## src/rtl/win_pkg.sv

```systemverilog
// Shared widths, lane-position helper and y_out lane indices for the win33 A^T M A blocks.
// Lanes are packed with index 0 in the MSBs.
package win_pkg;

    localparam int unsigned DATA_W = 16;
    localparam int unsigned ACC_W  = 32;
    localparam int unsigned LANES  = 4;

    localparam int unsigned Y11 = 0;
    localparam int unsigned Y12 = 1;
    localparam int unsigned Y21 = 2;
    localparam int unsigned Y22 = 3;

    // Bit offset of lane idx in a 4-lane vector of w-bit lanes, lane 0 in the MSBs.
    function automatic int unsigned lane_lsb(input int unsigned idx, input int unsigned w);
        return (LANES - 1 - idx) * w;
    endfunction

endpackage

```

## src/rtl/win33_atma_xform.sv

```systemverilog
// Combinational A^T M A kernel: row transform of a 4x4 tile into t1/t2, and column
// transform of registered t1/t2 into the 2x2 output lanes.
module win33_atma_xform #(
    parameter int unsigned DATA_W = win_pkg::DATA_W,
    parameter int unsigned ACC_W  = win_pkg::ACC_W
) (
    input  logic [4*DATA_W-1:0] m1,
    input  logic [4*DATA_W-1:0] m2,
    input  logic [4*DATA_W-1:0] m3,
    input  logic [4*DATA_W-1:0] m4,
    output logic [4*ACC_W-1:0]  t1,
    output logic [4*ACC_W-1:0]  t2,
    input  logic [4*ACC_W-1:0]  s1,
    input  logic [4*ACC_W-1:0]  s2,
    output logic [4*ACC_W-1:0]  y
);
    import win_pkg::*;

    function automatic logic [ACC_W-1:0] sext(input logic [DATA_W-1:0] v);
        return ACC_W'($signed(v));
    endfunction

    function automatic logic [ACC_W-1:0] lane(input logic [4*ACC_W-1:0] v,
                                              input int unsigned idx);
        return v[lane_lsb(idx, ACC_W) +: ACC_W];
    endfunction

    always_comb begin
        t1 = '0;
        t2 = '0;
        for (int unsigned j = 0; j < LANES; j++) begin
            t1[lane_lsb(j, ACC_W) +: ACC_W] = sext(m1[lane_lsb(j, DATA_W) +: DATA_W])
                                            + sext(m2[lane_lsb(j, DATA_W) +: DATA_W])
                                            + sext(m3[lane_lsb(j, DATA_W) +: DATA_W]);
            t2[lane_lsb(j, ACC_W) +: ACC_W] = sext(m2[lane_lsb(j, DATA_W) +: DATA_W])
                                            - sext(m3[lane_lsb(j, DATA_W) +: DATA_W])
                                            - sext(m4[lane_lsb(j, DATA_W) +: DATA_W]);
        end
    end

    always_comb begin
        y = '0;
        y[lane_lsb(Y11, ACC_W) +: ACC_W] = lane(s1, 0) + lane(s1, 1) + lane(s1, 2);
        y[lane_lsb(Y12, ACC_W) +: ACC_W] = lane(s1, 1) - lane(s1, 2) - lane(s1, 3);
        y[lane_lsb(Y21, ACC_W) +: ACC_W] = lane(s2, 0) + lane(s2, 1) + lane(s2, 2);
        y[lane_lsb(Y22, ACC_W) +: ACC_W] = lane(s2, 1) - lane(s2, 2) - lane(s2, 3);
    end

endmodule

```

## src/rtl/win33_atma.sv

```systemverilog
// Two-stage accumulate-and-emit pipeline around the A^T M A kernel: stage 1 holds the
// row transform, stage 2 folds the column transform into the per-tile accumulator.
module win33_atma #(
    parameter int unsigned DATA_W = win_pkg::DATA_W,
    parameter int unsigned ACC_W  = win_pkg::ACC_W,
    parameter bit          RELU   = 1'b0
) (
    input  logic                clk,
    input  logic                rst,
    input  logic                clr,
    input  logic                m_valid,
    output logic                m_ready,
    input  logic                m_last,
    input  logic [4*DATA_W-1:0] m1,
    input  logic [4*DATA_W-1:0] m2,
    input  logic [4*DATA_W-1:0] m3,
    input  logic [4*DATA_W-1:0] m4,
    output logic                y_valid,
    input  logic                y_ready,
    output logic [4*ACC_W-1:0]  y_out,
    output logic [15:0]         tile_cnt
);
    import win_pkg::*;

    logic                 stall;
    logic                 accept;
    logic [4*ACC_W-1:0]   t1, t2;
    logic [4*ACC_W-1:0]   col;
    logic                 s1_valid;
    logic                 s1_last;
    logic [4*ACC_W-1:0]   s1_t1, s1_t2;
    logic [4*ACC_W-1:0]   acc;
    logic [4*ACC_W-1:0]   acc_sum;
    logic [4*ACC_W-1:0]   y_next;

    assign stall   = y_valid && !y_ready;
    assign m_ready = !stall && !clr;
    assign accept  = m_valid && m_ready;

    win33_atma_xform #(
        .DATA_W (DATA_W),
        .ACC_W  (ACC_W)
    ) u_xform (
        .m1 (m1),
        .m2 (m2),
        .m3 (m3),
        .m4 (m4),
        .t1 (t1),
        .t2 (t2),
        .s1 (s1_t1),
        .s2 (s1_t2),
        .y  (col)
    );

    // Clamping applies only to the emitted tile, never to the running accumulator.
    always_comb begin
        acc_sum = '0;
        y_next  = '0;
        for (int unsigned i = 0; i < LANES; i++) begin
            acc_sum[lane_lsb(i, ACC_W) +: ACC_W] = acc[lane_lsb(i, ACC_W) +: ACC_W]
                                                 + col[lane_lsb(i, ACC_W) +: ACC_W];
            if (RELU && acc_sum[lane_lsb(i, ACC_W) + ACC_W - 1]) begin
                y_next[lane_lsb(i, ACC_W) +: ACC_W] = '0;
            end else begin
                y_next[lane_lsb(i, ACC_W) +: ACC_W] = acc_sum[lane_lsb(i, ACC_W) +: ACC_W];
            end
        end
    end

    always_ff @(posedge clk) begin
        if (rst) begin
            s1_valid <= 1'b0;
            s1_last  <= 1'b0;
            s1_t1    <= '0;
            s1_t2    <= '0;
            acc      <= '0;
            y_out    <= '0;
            y_valid  <= 1'b0;
            tile_cnt <= '0;
        end else if (clr) begin
            s1_valid <= 1'b0;
            acc      <= '0;
            if (y_ready) begin
                y_valid <= 1'b0;
            end
        end else if (!stall) begin
            s1_valid <= accept;
            if (accept) begin
                s1_t1   <= t1;
                s1_t2   <= t2;
                s1_last <= m_last;
            end
            // Not stalled means the held tile (if any) is consumed on this edge.
            y_valid <= 1'b0;
            if (s1_valid) begin
                if (s1_last) begin
                    y_out    <= y_next;
                    y_valid  <= 1'b1;
                    acc      <= '0;
                    tile_cnt <= tile_cnt + 16'd1;
                end else begin
                    acc <= acc_sum;
                end
            end
        end
    end

endmodule

```

## config.mk

```make
export PLATFORM = sky130hd
export DESIGN_NAME = win33_atma
export DESIGN_NICKNAME = d
export VERILOG_FILES = /design/src/rtl/win_pkg.sv /design/src/rtl/win33_atma_xform.sv /design/src/rtl/win33_atma.sv
export SDC_FILE = /design/constraint.sdc
export NUM_CORES = 2
export LEC_CHECK = 0
export BUFFER_PORTS_ARGS = -buffer_cell sky130_fd_sc_hd__buf_2
export CAP_MARGIN = 40
export CELL_PAD_IN_SITES_DETAIL_PLACEMENT = 1
export CELL_PAD_IN_SITES_GLOBAL_PLACEMENT = 2
export CORE_ASPECT_RATIO = 0.7
export CORE_MARGIN = 3
export CORE_UTILIZATION = 37
export CTS_CLUSTER_SIZE = 40
export DETAILED_ROUTE_END_ITERATION = 16
export PLACE_DENSITY = 0.89
export SLEW_MARGIN = 10
export SYNTH_ARGS = -nofsm -noshare
export SYNTH_HDL_FRONTEND = slang
export SYNTH_SLANG_ARGS = --single-unit
```

## constraint.sdc

```tcl
create_clock -name clk -period 6.21 [get_ports clk]
set_input_delay 0.621 -clock clk [delete_from_list [all_inputs] [get_ports clk]]
set_output_delay 0.621 -clock clk [all_outputs]
set_load 0.03 [all_outputs]
```

### Word level (Yosys, flattened, before mapping)

Cells that the tools add are included.

* add/subtract/negate cells: 29
* multiplexer cells: 6
* reduce and logical (&&, ||, !) cells: 11
* bitwise gates (word level): 2
* equal/unequal tests: 2

Operators with widths (count)
* adder 32 bit: 8
* subtractor 32 bit: 8
* two-way mux 128 bit: 1
* adder 17 x 16 -> 18 bit: 4
* adder 16 x 16 -> 17 bit: 4
* subtractor 16 x 16 -> 17 bit: 4
* adder 16 x 1 -> 16 bit, second input constant: 1
* two-way mux 1 bit: 5
* AND reduction 2 bit: 2
* AND reduction 4 bit: 1
* logical AND 1 bit: 3
* logical NOT 1 bit: 3
* AND reduction 3 bit: 1
* != test 2 x 1 -> 1 bit, second input constant: 1
* != test 2 bit, second input constant: 1
* inverter 1 bit: 2
* OR reduction 2 bit: 1

* bits of input ports: 262
* logic and storage cells: 58
* register bits: 531

### Longest topological paths before layout

* depth in word-level cells: 6
* gate-level depth with buffers: 21
* gate-level depth less buffers: 21

### By module

A second synthesis with hierarchy kept.

* cell total of the unflattened synthesis: 5525
* area total of the unflattened synthesis: 44034.7 um^2

Modules (own cells, without submodules)
* win33_atma: sequential area each 10630.2 um^2, times used 1, cells each 3085, area each 24576.1 um^2
* win33_atma_xform: sequential area each 0.0 um^2, times used 1, cells each 2440, area each 19458.7 um^2

### Least setup slack after synthesis

No wires, ideal clock.

* path kind: input port to flip-flop
* start: input port m2[48]
* end: register s1_t2[113]
* library setup time: 0.058 ns
* arrival: 4.431 ns
* setup slack: 1.720 ns
* data required time: 6.152 ns
* buffers on the path: 0
* stages on the path: 20
* cells stage by stage: inv_1 -> ha_1 -> fa_1 -> nor2b_1 -> o21ai_0 -> a21boi_0 -> o21ai_0 -> nor2b_1 -> xnor2_1 -> ha_1 -> a21o_1 -> a21oi_1 -> o211ai_1 -> nor3_1 -> o31ai_1 -> a31oi_1 -> o21ai_0 -> or4b_1 -> a31oi_2 -> o21a_1

* word-level cells in the longest chain between the ends: 2

RTL lines
* start, declared: line win33_atma.sv:15 `input logic [4*DATA_W-1:0] m2,`
* subtractor 16 x 16 -> 17 bit: line win33_atma_xform.sv:36 `- sext(m3[lane_lsb(j, DATA_W) +: DATA_W])`
* subtractor 32 bit: line win33_atma_xform.sv:37 `- sext(m4[lane_lsb(j, DATA_W) +: DATA_W]);`
* end signal, assigned: line win33_atma.sv:90 `s1_t2 <= t2;`
* end, declared: line win33_atma.sv:31 `logic [4*ACC_W-1:0] s1_t1, s1_t2;`

Every way passes these cells.
A chain may end at the register's enable or synchronous reset.

### Final worst setup path

* start: register s1_t2[32]
* end: register y_out[30]

* word-level cells in the longest chain between the ends: 3

RTL lines
* subtractor 32 bit (2 in series): line win33_atma_xform.sv:46 `y[lane_lsb(Y22, ACC_W) +: ACC_W] = lane(s2, 1) - lane(s2, 2) - lane(s2, 3);`
* adder 32 bit: line win33_atma.sv:61 `+ col[lane_lsb(i, ACC_W) +: ACC_W];`
* end signal, assigned: line win33_atma.sv:97 `y_out <= y_next;`
* end, declared: line win33_atma.sv:20 `output logic [4*ACC_W-1:0] y_out,`

Every way passes these cells.

==> metrics.txt <==
final worst path period need=4.90 ns; clock sink count=roughly 480; number of flops mapped to enable cells by yosys=0; Layout Cells excl Fill=between 6000 and 7000; clk buf depth=3; synth warn=0; Final setup viols=0; initial antenna violation count=10; DRC=0; ANT nets after route=0; CTS tree=yes; Synth Net Count=5207; total CTS buffers=51; drt via density=approximately 5.3; largest net degree at the start of global routing=around 110; sequential share of the synthesized area=roughly 26%; Worst R2R Start=s1_t2[32]$_SDFFE_PP0P_; Max Slew Vio Count=0; GPL Wtd Cong=0.915; RSZ-0062 raised after global routing=false; startpoint types=flop; first-pass GRT wire length=approximately 200000 um; num rows=between 90 and 100; worst endpoint required time=slightly below 7 ns; r2r setup slk=about 1.3 ns; final hold vios=0; Core Box Area=between 0.09 and 0.1 mm2; drt wl/cell=22.1 um; die extent in y=approximately 270 um; Power Dens Cells=~350 mW/mm2; Primary FF master, synth=dfxtp_1; Root Driver=clkbuf_16; fin area=0.0422 mm2; crit path from=s1_t2[32]$_SDFFE_PP0P_; max-cap viol count=0; DRT Wirelength=roughly 130000 um; IR drop worst, VDD=between 0.0002 and 0.00025 V; Pre-Repair DR Iteration Count=5; Leak Pwr=just under 20 nW; total track usage=about a quarter; Synth Instances=between 4000 and 5000; Max Fclk=between 0.2 and 0.25 GHz; Fin Setup TNS=0 ns; Clock Pin Slew Worst Setup and Hold Paths=approximately 0.07 ns; Period Utilization, post-route=about four fifths; Setup Fix Bufs, Post-CTS=0; DR iter-0 viols=2100; Detailed Place HPWL=109000 um; cts hold-fix bufs=0; vias in the first global route=33500; Worst-Margin Slew=~0.9 ns; # port buffers=around 400; IO Pins=408; syn_area_per_cell=between 8 and 9 um2; Initial Util=between 30% and 40%; Setup CP Type=reg2reg; Inst Count DP=around 6000; worst-path maximum fanout=3; vias=around 32000; register area=between 0.009 and 0.01 mm2; Placed Area=~0.04 mm2; Layout fillers=between 10000 and 15000; Die ar.=just over 0.1 mm2; Slew HR=about two fifths; Synth Cell Area=around 0.037 mm2; Yosys reg bits=475; synth-to-layout area growth=14.6%; H-tree Lvls=2; Critical Path Sink Type=flop; Hold Crit Start=m_last; Post-CTS Resized=0; Die W=around 380 um; Post-synth ARST share=0%; area of the multi-input gates=~0.025 mm2; Fin Clk Skew=~0.040 ns; nets@finish=between 5000 and 6000; clock latency on the worst-skew pair=0.63 ns; Distinct cells, synth=73; run status=finished clean; Min-Delay Path Class=in2reg; share of cells above drive strength 1=12.0%; grt ovf=0; CP arrival=between 5 and 6 ns
-- sequential cells by signal, summed over array words and instances, names as in the netlist --
register and count:
s1_last 1, y_valid 1, s1_t1 72, y_out 128, acc 128, s1_t2 128, s1_valid 1, tile_cnt 16
-- path summary, 6_finish.rpt --
| path | endpoint | cells after the start |
|---|---|---|
| max | y_out[30]$_SDFFE_PP0P_ | 17 |
| min | s1_last$_SDFFE_PP0P_ | 3 |
| max reg2reg | y_out[30]$_SDFFE_PP0P_ | 17 |
| min reg2reg | y_out[73]$_SDFFE_PP0P_ | 2 |
-- cell usage after synthesis, types with 54 or more instances --
master	instances	share of area [%]
inv_1	539	5.5
nand2_1	516	5.3
dfxtp_1	475	26
a21oi_1	414	5.6
ha_1	325	11
fa_1	298	16
nor2_1	281	2.9
xnor2_1	175	4.2
o21ai_0	165	2.2
clkbuf_1	143	1.5
a21o_1	141	2.9
xor2_1	98	2.3
a22o_1	77	1.8
a211oi_1	60	1.2
o21a_1	57	1.2
nor3_1	56	0.76
nand3_1	54	0.73
-- where the power goes --
group | leakage [nW] | internal, mW | total [mW] | switching (mW)
Sequential | 3.85 | 3.22 | 3.41 | 0.190
Combinational | 14.6 | 2.95 | 7.85 | 4.90
Clock | 0.871 | 1.92 | 3.30 | 1.38
-- metrics by stage --
| step | hold slack [ns] | power, mW | setup slack (ns) | util, % |
|---|---|---|---|---|
| floorplan | 0.420 | 8.69 | 1.72 | - |
| global placement | 0.433 | 11.1 | 0.980 | 40.9 |
| detailed placement | 0.442 | 11.2 | 0.888 | 41.1 |
| CTS | 0.291 | 14.6 | 1.38 | 42.8 |
| global route | 0.301 | 15.6 | 0.923 | 42.9 |
| finish | 0.327 | 14.6 | 1.31 | 42.9 |
-- cells in the final DEF, fill, tap and decap left out, drive strengths merged, types with 60 or more instances in the layout --
cell type,n
a211oi,60
a21o,141
a21oi,414
a22o,77
buf,442
clkbuf,68
dfxtp,475
fa,298
ha,325
inv,540
nand2,516
nor2,281
o21ai,166
xnor2,175
xor2,98
-- final cells by class --
cell class | instances | share of cell area (%)
Antenna cell | 7 | 0.0415
Clock buffer | 67 | 3.40
Clock inverter | 27 | 0.786
Inverter | 539 | 4.80
Multi-Input combinational cell | 3158 | 58.8
Sequential cell | 475 | 22.5
Tap cell | 1323 | 3.92
Timing Repair Buffer | 443 | 5.74
-- cells by family after synthesis --
logic type / count (synthesis) / synth area share [%]
AND/OR/NAND/NOR: 1108 / 13.2
flip-flops: 475 / 25.8
multiplexers: 2 / 0.0544
buffers and inverters: 689 / 7.02
AO/OA/AOI/OAI: 1152 / 20.1
XOR/XNOR: 273 / 6.49
adder cells (fa/ha/maj): 623 / 27.2
-- layer usage --
| layer | share of wire [%] | track usage (%) | up-vias | wire length (um) |
|---|---|---|---|---|
| met5 | 0.020 | 0 | - | 27 |
| met4 | 3.0 | 7.67 | 4 | 3970 |
| met3 | 5.8 | 4.60 | 158 | 7720 |
| met2 | 45 | 40.5 | 675 | 60200 |
| met1 | 46 | 35.0 | 16000 | 61800 |
| li1 | - | - | 15300 | - |
-- worst max-delay path, stage by stage (launching register included) --
cell and delay, ns:
dfxtp_1 0.38, inv_1 0.07, fa_1 0.50, inv_1 0.05
fa_1 0.47, inv_1 0.04, ha_1 0.23, fa_1 0.48
a21o_1 0.23, a221oi_2 0.38, a21o_1 0.27, nand2_1 0.12
a21o_1 0.23, a31oi_2 0.40, o21ai_1 0.20, a21o_1 0.22
or4_1 0.47, o21ai_0 0.09
Note: power is estimated with default switching activity, not from simulation.
